[src/rtl/pc_pkg.sv]
// Shared charset definitions for the password candidate generator and the cracker.
package pc_pkg;

  localparam int         CHARSET_SIZE = 36;
  localparam logic [5:0] CHARSET_MAX  = 6'd35;

  typedef enum logic [1:0] {
    ST_IDLE,
    ST_RUN,
    ST_FIN
  } state_t;

  // Indices 0-9 map to '0'-'9', 10-35 map to 'a'-'z'.
  function automatic logic [7:0] idx_to_ascii(input logic [5:0] idx);
    if (idx < 6'd10) return 8'h30 + {2'b00, idx};
    else             return 8'h61 + {2'b00, idx} - 8'd10;
  endfunction

endpackage

[src/rtl/password_candidate_gen_charset_digit.sv]
// One odometer digit: loads `from`, counts up to `to`, then wraps and carries.
module charset_digit
  import pc_pkg::*;
(
  input  logic       clk,
  input  logic       rst,
  input  logic [5:0] from,
  input  logic [5:0] to,
  input  logic       load,
  input  logic       inc,
  output logic [5:0] value,
  output logic [5:0] next_value,
  output logic       carry_out
);

  assign carry_out = inc && (value == to);

  // next_value is exported so the parent can register the ASCII form in step.
  always_comb begin
    // NOTE: default assignment first so every path drives next_value (no latch).
    next_value = value;
    if (load)           next_value = from;
    else if (carry_out) next_value = from;
    else if (inc)       next_value = value + 6'd1;
  end

  always_ff @(posedge clk or posedge rst) begin
    // NOTE: state registers use non-blocking assignments so all flops update together.
    if (rst) value <= '0;
    else     value <= next_value;
  end

endmodule

[src/rtl/password_candidate_gen.sv]
// Enumerates all NCHARS-long passwords over a charset index range, one per handshake.
module password_candidate_gen
  import pc_pkg::*;
#(
  parameter int         NCHARS      = 4,
  parameter logic [5:0] CHARSET_MAX = pc_pkg::CHARSET_MAX
) (
  input  logic                  clk,
  input  logic                  rst,
  input  logic                  start,
  input  logic [5:0]            from,
  input  logic [5:0]            to,
  input  logic                  stop,
  output logic                  cand_valid,
  input  logic                  cand_ready,
  output logic [8*NCHARS-1:0]   candidate,
  output logic [20:0]           cand_index,
  output logic                  busy,
  output logic                  done
);

  state_t            state;
  logic [5:0]        from_q, to_q;
  logic [5:0]        to_clamped, digit_from;
  logic              empty, load, hs, finish;
  logic [5:0]        value      [NCHARS];
  logic [5:0]        next_value [NCHARS];
  logic [NCHARS-1:0] inc, carry;
  logic [8*NCHARS-1:0] next_cand;

  assign to_clamped = (to > CHARSET_MAX) ? CHARSET_MAX : to;
  assign empty      = from > to_clamped;
  assign load       = (state == ST_IDLE) && start && !empty;
  assign hs         = (state == ST_RUN) && cand_ready && !stop;
  // Carry out of the leftmost digit means every digit sat at `to`: last candidate.
  assign finish     = carry[0];
  // Digits load the live `from` in IDLE and wrap to the captured one while running.
  assign digit_from = (state == ST_IDLE) ? from : from_q;

  for (genvar i = 0; i < NCHARS; i++) begin : g_digit
    if (i == NCHARS - 1) begin : g_lsd
      assign inc[i] = hs;
    end else begin : g_inner
      assign inc[i] = carry[i+1];
    end

    charset_digit u_digit (
      .clk        (clk),
      .rst        (rst),
      .from       (digit_from),
      .to         (to_q),
      .load       (load),
      .inc        (inc[i]),
      .value      (value[i]),
      .next_value (next_value[i]),
      .carry_out  (carry[i])
    );

    assign next_cand[8*(NCHARS-1-i) +: 8] = idx_to_ascii(next_value[i]);
  end

  always_ff @(posedge clk or posedge rst) begin
    if (rst) begin
      state      <= ST_IDLE;
      from_q     <= '0;
      to_q       <= '0;
      cand_valid <= 1'b0;
      busy       <= 1'b0;
      done       <= 1'b0;
      candidate  <= '0;
      cand_index <= '0;
    end else begin
      case (state)
        ST_IDLE: begin
          done <= 1'b0;
          if (start) begin
            from_q <= from;
            to_q   <= to_clamped;
            if (empty) begin
              state <= ST_FIN;
              done  <= 1'b1;
            end else begin
              state      <= ST_RUN;
              cand_valid <= 1'b1;
              busy       <= 1'b1;
              cand_index <= '0;
              candidate  <= next_cand;
            end
          end
        end
        ST_RUN: begin
          if (stop) begin
            state      <= ST_IDLE;
            cand_valid <= 1'b0;
            busy       <= 1'b0;
          end else if (hs) begin
            if (finish) begin
              state      <= ST_FIN;
              cand_valid <= 1'b0;
              busy       <= 1'b0;
              done       <= 1'b1;
            end else begin
              cand_index <= cand_index + 21'd1;
              candidate  <= next_cand;
            end
          end
        end
        ST_FIN: begin
          done  <= 1'b0;
          state <= ST_IDLE;
        end
        default: state <= ST_IDLE;
      endcase
    end
  end

endmodule

[config.mk]
export PLATFORM = sky130hd
export DESIGN_NAME = password_candidate_gen
export DESIGN_NICKNAME = d
export VERILOG_FILES = /design/src/rtl/pc_pkg.sv /design/src/rtl/password_candidate_gen_charset_digit.sv /design/src/rtl/password_candidate_gen.sv
export SDC_FILE = /design/constraint.sdc
export NUM_CORES = 1
export LEC_CHECK = 0
export CELL_PAD_IN_SITES_DETAIL_PLACEMENT = 0
export CELL_PAD_IN_SITES_GLOBAL_PLACEMENT = 1
export CORE_MARGIN = 3
export CORE_UTILIZATION = 45
export DETAILED_ROUTE_END_ITERATION = 10
export PLACE_DENSITY_LB_ADDON = 0.1
export RECOVER_POWER = 25
export SLEW_MARGIN = 20
export SYNTH_ARGS = -nofsm -noshare
export SYNTH_HDL_FRONTEND = slang
export SYNTH_HIERARCHICAL = 1
export SYNTH_SLANG_ARGS = --single-unit
[constraint.sdc]
create_clock -name clk -period 15.84 [get_ports clk]
set_input_delay 3.168 -clock clk [delete_from_list [all_inputs] [get_ports clk]]
set_output_delay 3.168 -clock clk [all_outputs]
set_load 0.02 [all_outputs]
==> metrics.csv, run 1 <==
stage,metric,value,unit
timing,setup-tns-final,0,ns
synthesis,ys_warn_count,6,
clock_tree,cts-root-buf,clkbuf_16,
placed_design,placed_cell_area,6810,µm²
power,power.density,216,nW/µm²
layout,stdcell_count,842,
placed_design,dp.cells,826,
routing,wl_per_cell,17.0,µm
synthesis,synthCells,601,
worst_setup_path,cp_max_fo,31,
floorplanning,fp.dieArea,14700,µm²
worst_setup_path,r2r_slack,7.77,ns
clock_tree,clk_pin_slew_worst_paths,0.07,ns
clock_tree,postCtsSetupBuffers,0,
worst_setup_path,worst_setup_path_end_kind,flip-flop,
synthesis,synth_area,5980,µm²
synthesis,ys_seq_area_share,38.9,%
floorplanning,die_h,121,µm
min_path,hold_end,cand_index[20],
global_route,grt.total_usage,20.3,%
worst_setup_path,r2r-start,state[1],
timing,fin_crit_sh,63.8,%
clock_tree,cts_tree,built,
worst_setup_path,cp.required,16.02,ns
timing,drv_slew,0,
clock_tree,clock_path_buffers,2,
timing,rsz0062_at_grt,false,
floorplanning,fp-row-count,41,
timing,setup_violations,0,
flow_run,cap_violations,0,
timing,timing.slew.headroom,27.1,%
timing,tightest_slew,1.09,ns
routing,drt-met1-wl,6770,µm
synthesis,ys_types,59,
routing,drtIter0Drc,241,
layout,final_area,7160,µm²
floorplanning,fp.coreArea,12800,µm²
layout,drive_gt1_share,12.4,%
global_route,grt_pass1_wl,24100,µm
timing,fin_crit,10.10,ns
placed_design,hpwl,10400,µm
routing,ant_nets,0,
placed_design,gp_congestion,0.841,
layout,fill_cells,1152,
synthesis,avgSynthCellArea,9.95,µm²
clock_tree,ctsResizeCount,0,
layout,seqCellArea,2330,µm²
synthesis,ys.flop_type,dfrtp_1,
global_route,gr-total-overflow,0,
timing,hold_violations,0,
routing,dr.pass1.iters,5,
floorplanning,start_util,46.6,%
timing,layout_setup_ws,5.74,ns
worst_setup_path,reg2reg_depth,16,
routing,route.met3.wl,564,µm
worst_setup_path,critPathLaunchType,primary input,
clock_tree,clock_sinks,93,
placed_design,post-place-ws,5.38,ns
routing,wl_met2,6720,µm
min_path,min_path_type,reg2reg,
synthesis,synth-seq-cells,93,
synthesis,async_flop_share,100,%
min_path,hold_depth,1,
global_route,grt_pass1_vias,4716,
routing,dr.max_layer_used,met4,
routing,vias,4684,
worst_setup_path,crit_type,in2reg,
clock_tree,clk_latency,0.34,ns
global_route,grt_max_degree,51,
clock_tree,hold_buffers,0,
worst_setup_path,r2r-end,candidate[7],
timing,hold_slack,0.481,ns
layout,multi_input_area,3410,µm²
floorplanning,ioPinCount,73,
placed_design,io_buffers,72,
synthesis,synth_edf_count,0,
layout,diodes,0,
clock_tree,cts_buffers,9,
worst_setup_path,cp.arrival,10.28,ns
layout,nets,712,
clock_tree,cts_max_level,3,
timing,skew,0.00713,ns
floorplanning,die_x,121,µm
outcome,status,"complete, no violations",
synthesis,syn_nets,648,
routing,drcViolationCount,0,
routing,routed_wirelength,14300,µm
timing,max_freq,99.0,MHz
min_path,min_from,cand_index[20],
layout,area_growth,19.7,%
routing,viasPerCell,5.56,
global_route,antenna_found_initial,0,
power,p_leak,3.11,nW
power,ir_worst_vdd,0.133,mV
[state kept, by name (all words and copies together) (netlist names)]
| register | flops |
|---|---|
| busy | 1 |
| cand_index | 21 |
| done | 1 |
| to_q | 6 |
| from_q | 6 |
| g_digit.u_digit/value | 24 |
| state | 2 |
| candidate | 32 |
[metrics by stage]
step / util, % / power (mW)
after detailed placement: 53.1 / 1.30
after global placement: 53.1 / 1.28
after floorplan: - / 1.06
after global routing: 55.8 / 1.68
final: 55.8 / 1.54
after CTS: 55.8 / 1.56
[cells in the final DEF, fill, tap and decap left out, types with 2 or more instances in the layout]
cell,count
nand2_1,48
clkdlybuf4s50_1,70
a32oi_1,4
ha_1,30
o31ai_1,20
nor2_1,38
a41o_1,4
nand3_2,2
bufinv_16,3
nand3b_1,2
dfrtp_1,93
o41ai_1,4
o311ai_1,2
nand2b_1,14
nor2b_1,2
o21ai_0,62
a21o_1,7
a21oi_1,19
inv_1,33
mux2_2,25
or4_1,2
nand3_1,14
nor4_1,7
nand4_1,16
mux2_4,24
buf_4,2
dlygate4sd3_1,2
xnor2_1,39
xor2_1,20
nor3_1,2
or3_1,4
a31oi_1,5
o21ai_1,11
o41a_4,4
clkbuf_16,9
[critical path: stages]
cell and delay, ns:
clkdlybuf4s50_1 0.42, nand3b_1 0.23, inv_1 0.31, nand4_1 0.18, nor4_1 0.73, nand4_1 0.25
nor4_1 0.85, nand4_1 0.27, nor4_1 0.82, nand4_1 0.27, nor4_1 0.72, a2bb2oi_2 0.60
buf_4 0.44, or2_1 0.78, o21ai_0 0.21
[kinds of logic after synthesis]
group                      Yosys count  share of synthesized area [%]
adders and majority gates           30                           6.28
AOI/OAI and AO/OA                  152                           16.9
muxes                               49                           10.7
buffers and inverters               54                           4.25
xor gates and xnor gates            59                           8.64
DFF                                 93                           38.9
and+or+nand+nor                    164                           14.3
[worst max path at each step]
stage	end	start	cells after the start
after floorplan	candidate[26]	stop	17
after global placement	candidate[31]	stop	15
after detailed placement	candidate[3]	stop	15
after CTS	candidate[3]	stop	15
after global routing	candidate[31]	stop	15
final	candidate[7]	stop	15
[cells in the mapped netlist (4+ instances only)]
cell / instances / area (µm²)
a21o_1: 7 / 52.6
a21oi_1: 19 / 95.1
a31oi_1: 5 / 31.3
a32oi_1: 4 / 35.0
a41o_1: 4 / 40.0
buf_6: 5 / 56.3
clkbuf_1: 11 / 41.3
dfrtp_1: 93 / 2330
ha_1: 30 / 375
inv_1: 33 / 124
mux2_2: 25 / 282
mux2_4: 24 / 360
nand2_1: 48 / 180
nand2b_1: 14 / 87.6
nand3_1: 14 / 70.1
nand4_1: 16 / 100
nor2_1: 38 / 143
nor4_1: 7 / 43.8
o21ai_0: 62 / 310
o21ai_1: 11 / 55.1
o31ai_1: 20 / 150
o41a_4: 4 / 85.1
o41ai_1: 4 / 35.0
or3_1: 4 / 25.0
xnor2_1: 39 / 342
xor2_1: 20 / 175
[where the power goes]
group | leakage (nW) | internal [mW] | switching (mW)
registers | 1.16 | 0.333 | 0.0899
logic | 1.77 | 0.391 | 0.478
clock network | 0.166 | 0.159 | 0.0925
total | 3.11 | 0.883 | 0.661
[per-layer routing]
metal  global-route usage [%]  up-vias
met3                     3.50       18
met1                     27.8     2291
met4                     7.35        0
met2                     32.4       91
li1                         -     2284
met5                        0        -
[layout make-up]
type                       count  area share (%)
clock buffer                  11            3.39
sequential                    93            32.5
timing repair buffer          74            10.3
tap                          172            3.01
multi-input combinational    454            47.6
clock inverter                 5            1.49
inverter                      33            1.73
Power figures use the tool's default switching activity.
==> run 2, diff against run 1 <==
Settings changed: CORE_UTILIZATION 45 to 40.
Clock period 15.84 ns to 8.31 ns, I/O delays scaled along.
==> metrics.csv, run 2 (synthesized netlist as in run 1, its figures left out) <==
stage,metric,value,unit,change
timing,drv_slew,0,,unchanged
worst_setup_path,cp.required,8.52,ns,-7.50 ns
routing,routed_wirelength,14800,µm,+3.5%
floorplanning,fp-row-count,44,,+7.3%
layout,nets,717,,+0.70%
global_route,grt_pass1_wl,24600,µm,+2.2%
floorplanning,die_x,128,µm,+5.8%
routing,wl_per_cell,17.3,µm,+1.5%
power,p_total,2.88,mW,+86%
clock_tree,ctsResizeCount,0,,unchanged
timing,hold_violations,0,,unchanged
routing,vias,4781,,+2.1%
min_path,min_from,cand_index[20],,
power,power.density,402,nW/µm²,+87%
floorplanning,ioPinCount,73,,unchanged
global_route,grt_max_degree,51,,unchanged
power,swShare,43.9,%,+1.1 points
worst_setup_path,critPathLaunchType,primary input,,
placed_design,hpwl,10400,µm,+0.22%
worst_setup_path,crit_type,in2reg,,
global_route,grt_pass1_vias,4782,,+1.4%
clock_tree,clk_pin_slew_worst_paths,0.06,ns,about the same
layout,fill_cells,1367,,+19%
timing,max_freq,153,MHz,
timing,fin_crit,6.52,ns,
global_route,antenna_found_initial,0,,unchanged
routing,dr.pass1.iters,4,,-1
power,intPower,1.61,mW,+83%
layout,layout_common_cells,"dfrtp_1 (93), clkdlybuf4s50_1 (66), o21ai_0 (62)",,
min_path,min_path_type,reg2reg,,
timing,setup-tns-final,0,ns,unchanged
placed_design,gp_congestion,0.852,,+1.3%
timing,skew,0.00673,ns,-0.000400 ns
clock_tree,postCtsSetupBuffers,0,,unchanged
worst_setup_path,worst_setup_path_end_kind,flip-flop,,
clock_tree,cts-root-buf,clkbuf_16,,
power,pwr-share-seq,27.9,%,+0.5 points
timing,timing.slew.headroom,35.1,%,+7.9 points
worst_setup_path,r2r-start,state[1],,
power,pwr-share-comb,58.5,%,+2.2 points
layout,drive_gt1_share,12.8,%,+0.37 points
layout,top_regs,"candidate x32, g_digit.u_digit/value x24, cand_index x21",,
floorplanning,start_util,41.0,%,-5.6 points
clock_tree,cts_buffers,9,,unchanged
worst_setup_path,cp_max_fo,29,,-6.5%
power,ir_worst_vdd,0.213,mV,+60%
layout,diodes,0,,unchanged
floorplanning,fp.coreArea,14600,µm²,+14%
floorplanning,die_h,128,µm,+5.8%
placed_design,io_buffers,72,,unchanged
power,p_switching,1.26,mW,+91%
clock_tree,clock_sinks,93,,unchanged
routing,drtIter0Drc,322,,+34%
power,p_leak,3.11,nW,+0.19%
clock_tree,cts_max_level,3,,unchanged
flow_run,cap_violations,0,,unchanged
routing,viasPerCell,5.57,,+0.17%
clock_tree,clk_latency,0.35,ns,about the same
clock_tree,cts_tree,built,,
worst_setup_path,path_delay_family,simple AND/OR/NAND/NOR gates,,
worst_setup_path,cp_num_buf_inv,6,,+3
placed_design,placed_cell_area,6870,µm²,+0.94%
placed_design,post-place-ws,1.48,ns,-3.91 ns
timing,layout_setup_ws,1.79,ns,-3.95 ns
worst_setup_path,cp_slowest_cell,nor4_1,,
timing,tightest_slew,0.965,ns,-0.127 ns
layout,top_register,candidate,,
layout,largest_reg_flops,32,,unchanged
worst_setup_path,crit_chain,clkdlybuf4s50_1 -> nand3b_1 -> inv_1 -> nand4_1 -> nor4_1 -> nand4_1 -> nor4_1 -> buf_4 -> nand4_1 -> nor4_1 -> buf_4 -> nand4_1 -> nor4_1 -> buf_4 -> a2bb2oi_4 -> or2_1 -> buf_4 -> o21ai_0,,
worst_setup_path,cpPeakStageDelay,0.77,ns,-0.08 ns
timing,setup_violations,0,,unchanged
worst_setup_path,cp.arrival,6.73,ns,-3.55 ns
clock_tree,hold_buffers,0,,unchanged
routing,ant_nets,0,,unchanged
timing,fin_crit_sh,78.5,%,
worst_setup_path,critPathLaunch,stop,,
global_route,grt.total_usage,18.8,%,-1.6 points
floorplanning,fp.dieArea,16500,µm²,+12%
layout,layout_commonest_cell,dfrtp_1,,
timing,rsz0062_at_grt,false,,
global_route,gr-total-overflow,0,,unchanged
clock_tree,clock_path_buffers,2,,unchanged
routing,drcViolationCount,0,,unchanged
layout,area_growth,19.6,%,about the same
outcome,status,"complete, no violations",,
power,clock_power_share,13.6,%,-2.7 points
layout,final_util,49.0,%,-6.8 points
layout,final_area,7150,µm²,about the same
-- run 2: power groups by stage --
stage	sequential [mW]	combinational, mW	clock [mW]
after floorplan	0.864	1.16	0
after global placement	0.804	1.67	0
after detailed placement	0.807	1.69	0
after CTS	0.803	1.70	0.406
after global routing	0.827	1.87	0.428
final	0.803	1.68	0.391
-- run 2: through the flow --
stage                     hold slack (ns)  cells
after floorplan                     0.446    601
after global placement              0.464    843
after detailed placement            0.474    843
after CTS                           0.486    858
after global routing                0.507    858
final                               0.483    858
-- run 2: layer usage --
metal	share of wire [%]	vias to the layer above	track usage [%]
met3	4.3	19	4.42
met5	0	-	0
met1	47	2365	25.0
li1	-	2288	-
met2	47	109	30.2
met4	1.9	0	5.87
-- run 2: layout make-up --
| cell class | instances | area [µm²] | share of cell area, % |
|---|---|---|---|
| flip-flops and latches | 93 | 2330 | 32.5 |
| multi-input cells | 454 | 3420 | 47.8 |
| clock buffers | 14 | 274 | 3.83 |
| inverters | 33 | 124 | 1.73 |
| clock inverters | 1 | 5.00 | 0.0700 |
| repair buffers | 79 | 773 | 10.8 |
| well taps | 184 | 230 | 3.22 |
-- run 2: path summary, 6_finish.rpt --
| check | depth (start not counted) | to | slack (ns) |
|---|---|---|---|
| max | 18 | candidate[11] | 1.79 |
| min | 1 | cand_index[20] | 0.48 |
| max reg2reg | 19 | candidate[11] | 2.31 |
| min reg2reg | 1 | cand_index[20] | 0.48 |
| max in group asynchronous | 3 | from_q[5] | 5.04 |
| min in group asynchronous | 2 | g_digit[0].u_digit/value[3] | 1.86 |
==> run 3, diff against run 2 <==
Settings changed: CORE_UTILIZATION 40 to 44.
Clock period 8.31 ns to 6.13 ns, I/O delays scaled along.
==> metrics.csv, run 3 (synthesized netlist as in run 1, its figures left out) <==
stage,metric,value,unit,change
routing,drcViolationCount,0,,unchanged
layout,area_growth,19.6,%,unchanged
worst_setup_path,path_delay_family,simple AND/OR/NAND/NOR gates,,
floorplanning,die_x,123,µm,-4.4%
global_route,grt_pass1_vias,4800,,+0.38%
routing,wl_per_cell,17.3,µm,+0.46%
timing,drv_slew,0,,unchanged
routing,viasPerCell,5.59,,+0.35%
clock_tree,clock_sinks,93,,unchanged
routing,ant_nets,0,,unchanged
power,clock_power_share,13.7,%,about the same
worst_setup_path,reg2reg_depth,18,,-1
worst_setup_path,worst-path-stages,17,,-1
clock_tree,ctsResizeCount,0,,unchanged
min_path,hold_depth,1,,unchanged
clock_tree,cts_buffers,9,,unchanged
clock_tree,postCtsSetupBuffers,0,,unchanged
outcome,status,"complete, no violations",,
power,swShare,43.9,%,about the same
power,p_total,3.91,mW,+36%
worst_setup_path,crit_chain,clkdlybuf4s50_1 -> nand3b_1 -> inv_1 -> nand4_1 -> nor4_1 -> nand4_1 -> nor4_1 -> nand4_1 -> nor4_1 -> nand4_1 -> o41a_4 -> mux2_4 -> or3_1 -> a21oi_1 -> xnor2_1 -> a21oi_1 -> o21ai_1,,
worst_setup_path,cpPeakStageDelay,0.46,ns,-0.31 ns
global_route,grt_pass1_wl,24400,µm,-0.70%
floorplanning,ioPinCount,73,,unchanged
power,pwr-share-comb,58.4,%,about the same
floorplanning,start_util,46.3,%,+5.3 points
layout,final_util,55.3,%,+6.3 points
worst_setup_path,cp_max_fo,7,,-76%
global_route,gr-total-overflow,0,,unchanged
clock_tree,cts_max_level,3,,unchanged
layout,final_area,7150,µm²,unchanged
floorplanning,fp-row-count,41,,-6.8%
layout,diodes,0,,unchanged
worst_setup_path,r2r-start,state[1],,
min_path,min_path_type,reg2reg,,
global_route,antenna_found_initial,0,,unchanged
layout,stdcell_count,848,,-1.2%
layout,fill_cells,1163,,-15%
floorplanning,fp.dieArea,15000,µm²,-8.7%
routing,drtIter0Drc,308,,-4.3%
global_route,grt.total_usage,20.6,%,+1.9 points
floorplanning,die_h,123,µm,-4.4%
clock_tree,clk_latency,0.35,ns,about the same
timing,max_freq,182,MHz,
clock_tree,clk_pin_slew_worst_paths,0.06,ns,about the same
placed_design,gp_congestion,0.853,,+0.18%
flow_run,cap_violations,0,,unchanged
worst_setup_path,cp_slowest_cell,o41a_4,,
floorplanning,fp.coreArea,12900,µm²,-11%
min_path,min_from,cand_index[20],,
clock_tree,cts-root-buf,clkbuf_16,,
layout,nets,719,,+0.28%
timing,timing.slew.headroom,8.47,%,-27 points
power,intPower,2.19,mW,+36%
timing,hold_slack,0.484,ns,+0.000901 ns
timing,fin_crit,5.49,ns,
worst_setup_path,critPathLaunchType,primary input,,
layout,top_regs,"candidate x32, g_digit.u_digit/value x24, cand_index x21",,
placed_design,post-place-ws,0.260,ns,-1.22 ns
timing,tightest_slew,1.37,ns,+0.406 ns
timing,layout_setup_ws,0.642,ns,-1.15 ns
timing,hold_violations,0,,unchanged
power,power.density,547,nW/µm²,+36%
clock_tree,clock_path_buffers,2,,unchanged
worst_setup_path,crit_type,in2reg,,
power,pwr-share-seq,27.9,%,about the same
timing,skew,0.00581,ns,-0.000918 ns
placed_design,io_buffers,72,,unchanged
placed_design,placed_cell_area,6870,µm²,unchanged
layout,drive_gt1_share,13.0,%,+0.26 points
power,p_leak,3.12,nW,+0.16%
global_route,grt_max_degree,51,,unchanged
power,ir_worst_vdd,0.329,mV,+55%
placed_design,dp.cells,833,,-1.2%
timing,fin_crit_sh,89.5,%,
routing,dr.pass1.iters,4,,unchanged
clock_tree,cts_tree,built,,
layout,layout_commonest_cell,dfrtp_1,,
layout,layout_common_cells,"dfrtp_1 (93), clkdlybuf4s50_1 (70), o21ai_0 (62)",,
clock_tree,hold_buffers,0,,unchanged
timing,rsz0062_at_grt,false,,
worst_setup_path,cp.required,6.40,ns,-2.12 ns
worst_setup_path,cp.arrival,5.76,ns,-0.97 ns
timing,setup-tns-final,0,ns,unchanged
routing,vias,4742,,-0.82%
routing,routed_wirelength,14700,µm,-0.72%
worst_setup_path,worst_setup_path_end_kind,flip-flop,,
placed_design,hpwl,10400,µm,unchanged
worst_setup_path,crit_top_cell,nand4_1,,
timing,setup_violations,0,,unchanged
layout,top_register,candidate,,
power,p_switching,1.72,mW,+36%
worst_setup_path,critPathLaunch,stop,,
worst_setup_path,cp_num_buf_inv,2,,-4
layout,largest_reg_flops,32,,unchanged
[run 3: changes by cell type in the layout (fill, tap and decap cells not counted), sizes merged]
cell | previous run | this run
buf | 7 | 9
clkdlybuf4s50 | 66 | 70
dlygate4sd3 | 6 | 2
[run 3: final cells by class]
type                       count  area (µm²)  share of cell area [%]
multi-input combinational    454        3420                    47.8
tap                          172         215                    3.01
sequential                    93        2330                    32.5
timing repair buffer          81         788                    11.0
clock inverter                 1        5.00                  0.0700
inverter                      33         124                    1.73
clock buffer                  14         274                    3.83
[run 3: worst paths after layout]
check                                                    to  slack, ns
worst min register to register               cand_index[20]       0.48
worst min-delay path                         cand_index[20]       0.48
max in group asynchronous                     candidate[20]       3.07
worst max register to register                candidate[29]       1.35
worst max-delay path                          candidate[29]       0.64
min in group asynchronous       g_digit[0].u_digit/value[2]       1.38
[run 3: power by group through the flow]
stage / Combinational [mW] / Clock, mW / Sequential [mW]
global placement: 2.23 / 0 / 1.09
global route: 2.54 / 0.574 / 1.12
detailed placement: 2.28 / 0 / 1.10
CTS: 2.30 / 0.553 / 1.09
floorplan: 1.57 / 0 / 1.17
finish: 2.28 / 0.534 / 1.09
[run 3: worst register-to-register path, delay by kind of cell (launching register included)]
kind | cells | cell delay, ns
fa+ha+maj | 1 | 0.17
buf+inv | 2 | 0.38
simple gates | 9 | 2.38
mux | 1 | 0.35
xor+xnor | 1 | 0.14
flops | 1 | 0.40
compound gates | 4 | 0.89
[run 3: per-layer routing]
metal | wire, µm | up-vias | track usage [%]
met1 | 6820 | 2360 | 27.1
met2 | 7140 | 77 | 34.0
met5 | 0 | - | 0
met4 | 220 | 0 | 6.23
li1 | - | 2292 | -
met3 | 523 | 13 | 4.70
